## src/rtl/mem_arb_pkg.sv

```systemverilog
// mem_arb_pkg: shared types and defaults for the two-port memory arbiter.
//   state_e  - arbiter FSM states
//   owner_e  - which port owns the current access (FETCH=0, DATA=1)
//   ADDR_W_DEF / DATA_W_DEF - default RAM word-address and data widths
package mem_arb_pkg;

  localparam int ADDR_W_DEF = 16;
  localparam int DATA_W_DEF = 32;

  typedef enum logic [1:0] {
    ST_IDLE   = 2'd0,
    ST_ACCESS = 2'd1,
    ST_RESP   = 2'd2
  } state_e;

  typedef enum logic {
    OWN_FETCH = 1'b0,
    OWN_DATA  = 1'b1
  } owner_e;

endpackage

```

## src/rtl/mem_arbiter_rr_arb2.sv

```systemverilog
// rr_arb2: combinational two-way round-robin picker.
//   req[0]     in  fetch port request
//   req[1]     in  data port request
//   last_owner in  port served by the most recent acceptance
//   winner     out selected port (only meaningful when any req is high)
module rr_arb2
  import mem_arb_pkg::*;
(
  input  logic [1:0] req,
  input  owner_e     last_owner,
  output owner_e     winner
);

  always_comb begin
    winner = OWN_FETCH;
    if (req == 2'b11) begin
      // Contention: the port that was not served last goes next.
      winner = (last_owner == OWN_FETCH) ? OWN_DATA : OWN_FETCH;
    end else if (req[1]) begin
      winner = OWN_DATA;
    end else begin
      winner = OWN_FETCH;
    end
  end

endmodule

```

## src/rtl/mem_arbiter.sv

```systemverilog
// mem_arbiter: arbitrates a fetch (read-only) port and a data (read/write)
// port onto a single-ported synchronous RAM, one access every 3 cycles.
//   clk, reset                      clock, synchronous active-high reset
//   if_req/if_addr -> if_gnt/if_ack fetch port
//   d_req/d_we/d_addr/d_wdata -> d_gnt/d_ack  data port
//   rdata                           captured read data, shared by both ports
//   busy                            high whenever the FSM is not IDLE
//   ram_*                           RAM interface (readWrite: 1=read, 0=write)
//
// state     | meaning
// ----------+-----------------------------------------------------------
// ST_IDLE   | waiting; requests are sampled and arbitrated only here
// ST_ACCESS | RAM enabled with latched address/data, winner's gnt high
// ST_RESP   | RAM idle, read data on rdata, owner's ack high
module mem_arbiter
  import mem_arb_pkg::*;
#(
  parameter int ADDR_W = ADDR_W_DEF,
  parameter int DATA_W = DATA_W_DEF
) (
  input  logic              clk,
  input  logic              reset,
  input  logic              if_req,
  input  logic [ADDR_W-1:0] if_addr,
  output logic              if_gnt,
  output logic              if_ack,
  input  logic              d_req,
  input  logic              d_we,
  input  logic [ADDR_W-1:0] d_addr,
  input  logic [DATA_W-1:0] d_wdata,
  output logic              d_gnt,
  output logic              d_ack,
  output logic [DATA_W-1:0] rdata,
  output logic              busy,
  output logic              ram_enable,
  output logic              ram_readWrite,
  output logic [ADDR_W-1:0] ram_address,
  output logic [DATA_W-1:0] ram_dataIn,
  input  logic [DATA_W-1:0] ram_dataOut
);

  state_e state_q, state_nxt;
  owner_e owner_q, last_owner_q, winner;
  logic   we_q;
  logic   accept;

  logic              if_gnt_nxt, d_gnt_nxt, if_ack_nxt, d_ack_nxt;
  logic              ram_enable_nxt, ram_rw_nxt;
  logic [ADDR_W-1:0] ram_address_nxt;
  logic [DATA_W-1:0] ram_data_in_nxt;
  logic [DATA_W-1:0] rdata_nxt;

  rr_arb2 u_rr_arb2 (
    .req       ({d_req, if_req}),
    .last_owner(last_owner_q),
    .winner    (winner)
  );

  assign accept = (state_q == ST_IDLE) && (if_req || d_req);

  // State register; every output is also registered here from its *_nxt value.
  always_ff @(posedge clk) begin
    if (reset) begin
      state_q       <= ST_IDLE;
      owner_q       <= OWN_FETCH;
      last_owner_q  <= OWN_FETCH;
      we_q          <= 1'b0;
      if_gnt        <= 1'b0;
      d_gnt         <= 1'b0;
      if_ack        <= 1'b0;
      d_ack         <= 1'b0;
      busy          <= 1'b0;
      ram_enable    <= 1'b0;
      ram_readWrite <= 1'b1;
      ram_address   <= '0;
      ram_dataIn    <= '0;
      rdata         <= '0;
    end else begin
      state_q       <= state_nxt;
      if_gnt        <= if_gnt_nxt;
      d_gnt         <= d_gnt_nxt;
      if_ack        <= if_ack_nxt;
      d_ack         <= d_ack_nxt;
      busy          <= (state_nxt != ST_IDLE);
      ram_enable    <= ram_enable_nxt;
      ram_readWrite <= ram_rw_nxt;
      ram_address   <= ram_address_nxt;
      ram_dataIn    <= ram_data_in_nxt;
      rdata         <= rdata_nxt;
      if (accept) begin
        owner_q      <= winner;
        last_owner_q <= winner;
        we_q         <= (winner == OWN_DATA) ? d_we : 1'b0;
      end
    end
  end

  always_comb begin
    state_nxt = state_q;
    unique case (state_q)
      ST_IDLE:   if (if_req || d_req) state_nxt = ST_ACCESS;
      ST_ACCESS: state_nxt = ST_RESP;
      ST_RESP:   state_nxt = ST_IDLE;
      default:   state_nxt = ST_IDLE;
    endcase
  end

  // Output process computes what the registered outputs show next cycle.
  always_comb begin
    if_gnt_nxt      = 1'b0;
    d_gnt_nxt       = 1'b0;
    if_ack_nxt      = 1'b0;
    d_ack_nxt       = 1'b0;
    ram_enable_nxt  = 1'b0;
    ram_rw_nxt      = 1'b1;
    ram_address_nxt = ram_address;
    ram_data_in_nxt = ram_dataIn;
    rdata_nxt       = rdata;
    unique case (state_q)
      ST_IDLE: begin
        if (accept) begin
          ram_enable_nxt = 1'b1;
          if (winner == OWN_DATA) begin
            d_gnt_nxt       = 1'b1;
            ram_rw_nxt      = ~d_we;
            ram_address_nxt = d_addr;
            ram_data_in_nxt = d_wdata;
          end else begin
            // Fetch is read-only; ram_dataIn keeps its previous value.
            if_gnt_nxt      = 1'b1;
            ram_address_nxt = if_addr;
          end
        end
      end
      ST_ACCESS: begin
        if (owner_q == OWN_DATA) d_ack_nxt = 1'b1;
        else                     if_ack_nxt = 1'b1;
        if (!we_q) rdata_nxt = ram_dataOut;
      end
      default: ;
    endcase
  end

endmodule

```

## config.mk

```make
export PLATFORM = sky130hd
export DESIGN_NAME = mem_arbiter
export DESIGN_NICKNAME = d
export VERILOG_FILES = /design/src/rtl/mem_arb_pkg.sv /design/src/rtl/mem_arbiter_rr_arb2.sv /design/src/rtl/mem_arbiter.sv
export SDC_FILE = /design/constraint.sdc
export NUM_CORES = 1
export LEC_CHECK = 0
export BUFFER_PORTS_ARGS = -buffer_cell sky130_fd_sc_hd__buf_2
export CAP_MARGIN = 25
export CORE_MARGIN = 2
export CORE_UTILIZATION = 40
export CTS_CLUSTER_SIZE = 16
export DETAILED_ROUTE_END_ITERATION = 12
export PLACE_DENSITY = 0.73
export SYNTH_ARGS = -nofsm -noshare
export SYNTH_HDL_FRONTEND = slang
export SYNTH_SLANG_ARGS = --single-unit
```

## constraint.sdc

```tcl
create_clock -name clk -period 1.4 [get_ports clk]
set_input_delay 0.14 -clock clk [delete_from_list [all_inputs] [get_ports clk]]
set_output_delay 0.14 -clock clk [all_outputs]
set_load 0.005 [all_outputs]
```

* Word-level counts from Yosys, hierarchy flattened
Cells that the tools add are included.
Word-level totals: memories kept 0, output and inout bits 87, logic and storage cells 43, bits in writable memories 0, bits of input ports 101, latch bits 0, ROM bits 0, register bits 91
Operators by class: $add $sub $neg 0, shift-type cells 0, muxes and demuxes 11, equal/unequal tests 2, bitwise logic cells 6, reduce and logical (&&, ||, !) cells 11, multipliers 0, $lt $le $gt $ge 0, divide/modulo/power cells 0
Operators with widths (number):
- 2-to-1 mux 16 bit | 1
- 2-to-1 mux 1 bit | 8
- NOT 1 bit | 6
- case mux 2 bit (2 select lines) | 1
- AND reduction 2 bit | 2
- OR reduction 2 bit | 2
- OR reduction 4 bit | 1
- AND reduction 3 bit | 1
- OR reduction 3 bit | 1
- == test 2 x 1 -> 1 bit (second input constant) | 1
- == test 2 bit (second input constant) | 1
- zero test 2 bit | 1
- 2-to-1 mux 2 bit | 1
- nonzero test 2 bit | 1
- logical AND 1 bit | 1
- logical OR 1 bit | 1

* Longest topological paths before layout
Gate-level depths: netlist (run 1).
depth in word-level cells 4, depth in mapped cells 6, mapped depth without buffers 3

* By module
Synthesis (run 1) repeated with hierarchy kept, for this count alone.
Unflattened totals: cells, all modules 402, area total of the unflattened synthesis 3717.3 um2
Modules (own cells, without submodules):
- mem_arbiter | cells an instance 401, times used 1, area each 3706.1 um2, seq. area each 1821.7 um2
- rr_arb2 | cells an instance 1, times used 1, area each 11.3 um2, seq. area each 0.0 um2

* Least setup slack after synthesis (run 1)
Ideal clock, no wire load.
kind reg2reg, from register state_q[1], to register rdata[5], stages on the path, launching flop included 7, arrival 1.193 ns, required time 1.263 ns, setup slack 0.070 ns, period minus slack after synthesis 1.330 ns, setup time 0.137 ns, buffers on the path 3, path through dfxtp_1 > buf_2 > or3b_1 > clkbuf_1 > buf_2 > nand2_1 > a21oi_1
On the way: word-level cells in the longest chain between the ends 2
Ends and longest elaborated chain:
- from (decl) | line mem_arbiter.sv:42 | state_e state_q, state_nxt;
- from (signal assigned) | line mem_arbiter.sv:79 | state_q <= state_nxt;
- == test 2 x 1 -> 1 bit | line mem_arbiter.sv:119 | unique case (state_q)
- AND reduction 2 bit (no line)
- to (signal assigned) | line mem_arbiter.sv:89 | rdata <= rdata_nxt;
- to (decl) | line mem_arbiter.sv:33 | output logic [DATA_W-1:0] rdata,
Every way passes these cells. A chain may end at the register's enable or synchronous reset.

* Worst setup path after layout (run 1)
from register last_owner_q, to register ram_address[0]
On the way: word-level cells in the longest chain between the ends 3
Ends and longest elaborated chain:
- from (decl) | line mem_arbiter.sv:43 | owner_e owner_q, last_owner_q, winner;
- from (signal assigned) | line mem_arbiter.sv:92 | last_owner_q <= winner;
- 2-to-1 mux 1 bit | line mem_arbiter_rr_arb2.sv:18 | winner = (last_owner == OWN_FETCH) ? OWN_DATA : OWN_FETCH;
- 2-to-1 mux 1 bit | line mem_arbiter_rr_arb2.sv:16 | if (req == 2'b11) begin
- 2-to-1 mux 16 bit | line mem_arbiter.sv:123 | if (winner == OWN_DATA) begin
- to (signal assigned) | line mem_arbiter.sv:87 | ram_address <= ram_address_nxt;
- to (decl) | line mem_arbiter.sv:37 | output logic [ADDR_W-1:0] ram_address,
Every way passes these cells.

==> results of run 1 <==
area by class of cell:
type | count | area (um2) | area share, %
timing repair buffer | 214 | 1240 | 25.2
sequential | 91 | 1820 | 37.0
clock buffer | 9 | 124 | 2.51
inverter | 1 | 3.75 | 0.0761
clock inverter | 7 | 58.8 | 1.19
tap | 108 | 135 | 2.74
multi-input combinational | 278 | 1540 | 31.2
cell families after synthesis:
| logic type | after synthesis |
|---|---|
| AO/OA/AOI/OAI | 134 |
| buffers and inverters | 46 |
| flip-flops | 91 |
| AND/OR/NAND/NOR | 144 |
power groups by stage:
stage          registers (mW)  logic (mW)  clock network (mW)
2_1_floorplan            2.95       0.582                   0
3_3_place_gp             2.94        1.07                   0
3_5_place_dp             2.95        1.09                   0
4_1_cts                  2.89        1.12                1.74
5_1_grt                  2.91        1.23                1.85
6_report                 2.89        1.11                1.67
Yosys cell counts, types with 2 or more instances:
library cell / instances
nand2_1: 97
dfxtp_1: 91
a21oi_1: 80
nand3_1: 32
o31ai_1: 32
clkbuf_1: 23
buf_2: 16
a311oi_2: 8
a311oi_1: 7
buf_1: 3
nor2_1: 3
buf_6: 2
nor3_1: 2
o21ai_0: 2
worst paths after layout:
| path | cells after the start | end | slack [ns] |
|---|---|---|---|
| setup / recovery | 4 | ram_address[0] | 0.13 |
| hold / removal | 3 | rdata[29] | 0.02 |
| setup reg to reg | 4 | ram_address[0] | 0.13 |
| hold reg to reg | 2 | rdata[28] | 0.46 |
tightest hold or removal path: stages:
cell	delay [ns]
buf_2	0.09
nand2_1	0.05
a21oi_1	0.05
state kept, by name, indices dropped and copies added, names as in the netlist, 2 cells and up:
register	flops
ram_address	16
ram_dataIn	32
rdata	32
state_q	2
metal layers:
| metal | vias up | GRT usage (%) | share of wire [%] |
|---|---|---|---|
| met4 | 0 | 6.22 | 0.86 |
| met1 | 1710 | 26.1 | 44 |
| li1 | 1812 | - | - |
| met3 | 8 | 5.04 | 7.4 |
| met5 | - | 0 | 0 |
| met2 | 149 | 34.7 | 48 |
metrics by stage:
step | cells | area [um2] | utilization (%) | hold slack [ns]
after CTS | 708 | 4920 | 56.7 | 0.00116
final | 708 | 4930 | 56.8 | 0.0195
after floorplan | 415 | 3570 | - | 0.244
after global placement | 681 | 4630 | 53.4 | 0.379
after global routing | 708 | 4930 | 56.8 | 0.0000917
after detailed placement | 681 | 4630 | 53.4 | 0.379
timing repair:
action	4_1_cts	5_1_grt
hold buffers	11	0
resized for setup	0	3
endpoints found under the hold margin	11	0
endpoints found under the setup margin	0	20
buffers inserted	0	0
==> flow_summary_export.csv, run 1 <==
group,metric,value,unit
critical_path,cp_slowest_cell,"dfxtp_2",
critical_path,startpoint_type,"register",
critical_path,cp_cell_sequence,"a21bo_2 -> buf_12 -> nand2_1 -> a311oi_1",
sta,finalCritPeriodShare,90.4,%
critical_path,r2r_start,"last_owner_q",
layout,area_growth,38.2,%
power,p_clk_share,29.4,%
die,coreArea,8680,um2
sta,rsz0062_at_grt,"false",
power,power,5.67,mW
die,io_pins,188,
placement,port_buffers,187,
placement,finalWeightedCongestion,0.784,
yosys,ys_types,31,
sta,max-slew-margin-rel,72.9,%
drt,drc_errors,0,
power,p_int,3.98,mW
run,maxCapViolations,0,
drt,postRouteAntennaNets,0,
placement,dp_hpwl,6810,um
drt,drt_iter0_drc,192,
layout,layout.nets,696,
outcome,status,"finished clean",
yosys,synth_area,3570,um2
global_routing,track_usage,20.6,%
worst_hold_path,min_path_type,"primary input to register",
yosys,ys_seq_area_share,51.1,%
yosys,async_flop_share,0,%
clock_tree,cts_buffers,9,
yosys,synth-main-ff-cell,"dfxtp_1",
yosys,ys_ff_latch,91,
yosys,yosysTopAreaCell,"dfxtp_1",
critical_path,cp_data_required_time,1.66,ns
sta,worst_pin_slew,0.406,ns
critical_path,slowest_delay,0.39,ns
sta,finalSetupTns,0,ns
critical_path,path_max_fanout,50,
worst_hold_path,hold_start,"ram_dataOut[29]",
critical_path,path_class,"register to register",
yosys,synth_simple_gate_area_share,17.5,%
layout,final_cell_mix,"buf_2 (187), nand2_1 (97), dfxtp_1 (89), a21oi_1 (80)",
die,die_x,98.4,um
yosys,synth_top_area_share,51.1,%
global_routing,grt_pass1_vias,3597,
yosys,synth_top_family_by_area,"compound AO/OA/AOI/OAI gates",
die,die_area,9690,um2
sta,final.setup_skew,0.00971,ns
global_routing,antenna_found_initial,0,
critical_path,endpoint_kind,"register",
power,power_switching,1.69,mW
die,die_height,98.4,um
power,swShare,29.7,%
layout,final_common_cell,"buf_2",
clock_tree,clock-sinks,91,
die,initial_utilization,41.1,%
sta,slew_violations,0,
drt,drt-total-wl,10200,um
yosys,synth_compound_area_share,25.1,%
yosys,synth_edf_count,0,
placement,place_ws,0.0702,ns
clock_tree,cts_tree,"built",
sta,finalSetupViolations,0,
clock_tree,cts_buffer_depth,2,
critical_path,cp_data_arrival_time,1.52,ns
global_routing,grt_pass1_wl,16600,um
critical_path,critical_path.top_delay_family,"compound AO/OA/AOI/OAI gates",
die,rows,34,
yosys,syn_inst,415,
drt,vias,3679,
power,peakVddDrop,0.000475,V
layout,antennaDiodeCount,0,
sta,fin_ws,0.134,ns
clock_tree,h-tree-depth,3,
yosys,synth_fa_ha_area_share,0,%
power,leakage,2.29,nW
clock_tree,root_buffer,"clkbuf_8",
yosys,synth_xor_xnor_area_share,0,%
clock_tree,clk_pin_slew,0.10,ns
critical_path,worst-path-buf-inv,1,
global_routing,grt_max_degree,89,
yosys,muxShareOfSynthArea,0,%
sta,fmax,790,MHz
layout,drive_above_1_share,39.5,%
power,power_frac_comb,19.6,%
power,sequentialPowerShare,51.0,%
drt,drtPass1Iterations,4,
clock_tree,insertion_delay,0.35,ns
yosys,syn_nets,516,
sta,hold_viol,0,
global_routing,grt_overflow,0,
layout,n_fill_cell,821,
critical_path,crit_start,"last_owner_q",
yosys,synth.avg_cell_area,8.60,um2
sta,min_period,1.27,ns
yosys,yosysWarnings,0,
yosys,synth_area_leaders,"dfxtp_1 (51%), a21oi_1 (11%), nand2_1 (10%)",
drt,viasPerCell,5.20,
drt,wl_per_cell,14.4,um
power,power_density,1150,nW/um2
No activity file was read; power rests on OpenSTA's default activity.
==> run 2: changes to the inputs <==
CORE_UTILIZATION = 45   (was 40)
HOLD_SLACK_MARGIN = 0.06   (was default)
PLACE_DENSITY = 0.78   (was 0.73)
clock period = 1.2 ns   (was 1.4 ns; I/O delays follow)
==> flow_summary_export.csv, run 2 (synthesis results as in run 1) <==
group,metric,value,unit
sta,worst_pin_slew,0.515,ns
critical_path,cp_cell_sequence,"buf_6 -> nor3b_4 -> buf_6 -> buf_6 -> nand2_1 -> a21oi_1",
sta,fmax,757,MHz
clock_tree,cts_buffer_depth,2,
drt,drtPass1Iterations,7,
layout,n_fill_cell,427,
run,maxCapViolations,0,
critical_path,path_max_fanout,8,
drt,wl_met1,5430,um
critical_path,path_class,"register to register",
clock_tree,cts_tree,"built",
outcome,status,"finished with violations",
worst_hold_path,min_path_type,"primary input to register",
drt,wl_per_cell,18.0,um
die,rows,32,
layout,layout.nets,800,
clock_tree,clk_pin_slew,0.09,ns
placement,port_buffers,187,
power,power_density,1180,nW/um2
layout,utilization,83.1,%
clock_tree,cts_buffers,9,
layout,antennaDiodeCount,0,
critical_path,cp_data_arrival_time,1.59,ns
sta,hold_ws,0.0690,ns
critical_path,worst-path-buf-inv,3,
drt,routed-wl-met3,1250,um
critical_path,cp_common_cell,"buf_6",
die,die_height,93.0,um
sta,rsz0062_at_grt,"true",
drt,dr.max_layer_used,"met4",
drt,viasPerCell,5.52,
global_routing,grt_max_degree,59,
outcome,violations,"negative setup slack",
drt,wl_met2,7330,um
global_routing,track_usage,28.8,%
placement,finalWeightedCongestion,0.744,
sta,final.setup_skew,0.0126,ns
sta,hold_viol,0,
critical_path,cp_data_required_time,1.47,ns
sta,finalSetupViolations,74,
drt,postRouteAntennaNets,0,
global_routing,antenna_found_initial,0,
global_routing,grt_pass1_wl,20000,um
layout,final_common_cell,"buf_2",
global_routing,grt_pass1_vias,4204,
sta,max-slew-margin-rel,65.7,%
die,die_area,8660,um2
clock_tree,insertion_delay,0.35,ns
drt,drt_iter0_drc,250,
sta,fin_ws,-0.121,ns
clock_tree,h-tree-depth,3,
clock_tree,clock-sinks,91,
layout,reg_top3,"ram_dataIn: 32 flops, rdata: 32 flops, ram_address: 16 flops",
power,peakVddDrop,0.000763,V
layout,final_cell_mix,"buf_2 (187), dlygate4sd3_1 (91), dfxtp_1 (88), nand2_1 (83), a21oi_1 (60)",
power,leakage,2.85,nW
critical_path,cp_slowest_cell,"dfxtp_4",
die,initial_utilization,46.4,%
critical_path,startpoint_type,"register",
drt,drc_errors,0,
clock_tree,root_buffer,"clkbuf_8",
critical_path,endpoint_kind,"register",
power,power,7.53,mW
layout,area_growth,79.1,%
sta,slew_violations,0,
global_routing,grt_overflow,0,
drt,vias,4448,
die,io_pins,188,
critical_path,slowest_delay,0.38,ns
placement,dp_hpwl,6840,um
sta,finalSetupTns,-3.20,ns
sta,finalCritPeriodShare,110,%
sta,min_period,1.32,ns
critical_path,critical_path.top_delay_family,"buffers and inverters",
layout,drive_above_1_share,44.3,%
drt,drt-total-wl,14500,um
die,coreArea,7690,um2
die,die_x,93.0,um
==> run 2: cell count changes in the layout (fill, tap and decap cells not counted), moves of 7 or more <==
cell	delta
dlygate4sd3_1	+80
a21oi_1	-20
a21oi_2	+20
o31ai_1	-16
nand2_1	-14
nand2_2	+11
o31ai_2	+11
buf_6	+7
==> run 2: worst paths after layout <==
check        slack (ns)         from  cells after the start         endpoint
max               -0.12   state_q[1]                      6         rdata[3]
max reg2reg       -0.12   state_q[1]                      6         rdata[3]
min                0.07  if_addr[11]                      3  ram_address[11]
min reg2reg        0.46     rdata[2]                      2         rdata[2]
==> run 2: through the flow <==
step | setup slack [ns] | cells | instance area [um2]
after CTS | -0.0500 | 794 | 5940
after detailed placement | -0.143 | 683 | 4710
after global placement | -0.0516 | 683 | 4710
after floorplan | -0.0975 | 415 | 3610
final | -0.121 | 806 | 6390
after global routing | -0.168 | 806 | 6390
==> run 2: routing by layer <==
layer,GRT usage (%),vias to the layer above
met2,50.6,259
met4,11.4,0
met1,32.6,2112
met3,8.62,46
li1,-,2031
met5,0,-
==> run 2: tightest hold or removal path, stage by stage <==
cell      delay (ns)
buf_2           0.10
nand2_1         0.06
a311oi_2        0.08
==> run 2: timing repair <==
item,4_1_cts,5_1_grt
setup buffers,2,6
cloned,2,6
gates resized for setup,16,64
endpoints found under the setup margin,84,86
pin swaps,4,30
endpoints found under the hold margin,79,0
hold buffers,91,0
==> run 2: area by class of cell <==
cell class,count,area [um2],area share [%]
inverters,1,3.75,0.0588
flip-flops and latches,91,1830,28.7
multi-input cells,279,1810,28.4
clock buffers,11,131,2.06
clock inverters,5,77.6,1.21
well taps,102,128,2.00
repair buffers,317,2400,37.6
==> run 2: power by group <==
group | internal, mW | switching, mW | leakage, nW
clock network | 1.17 | 1.03 | 0.103
logic | 1.00 | 0.943 | 2.00
registers | 3.25 | 0.140 | 0.749
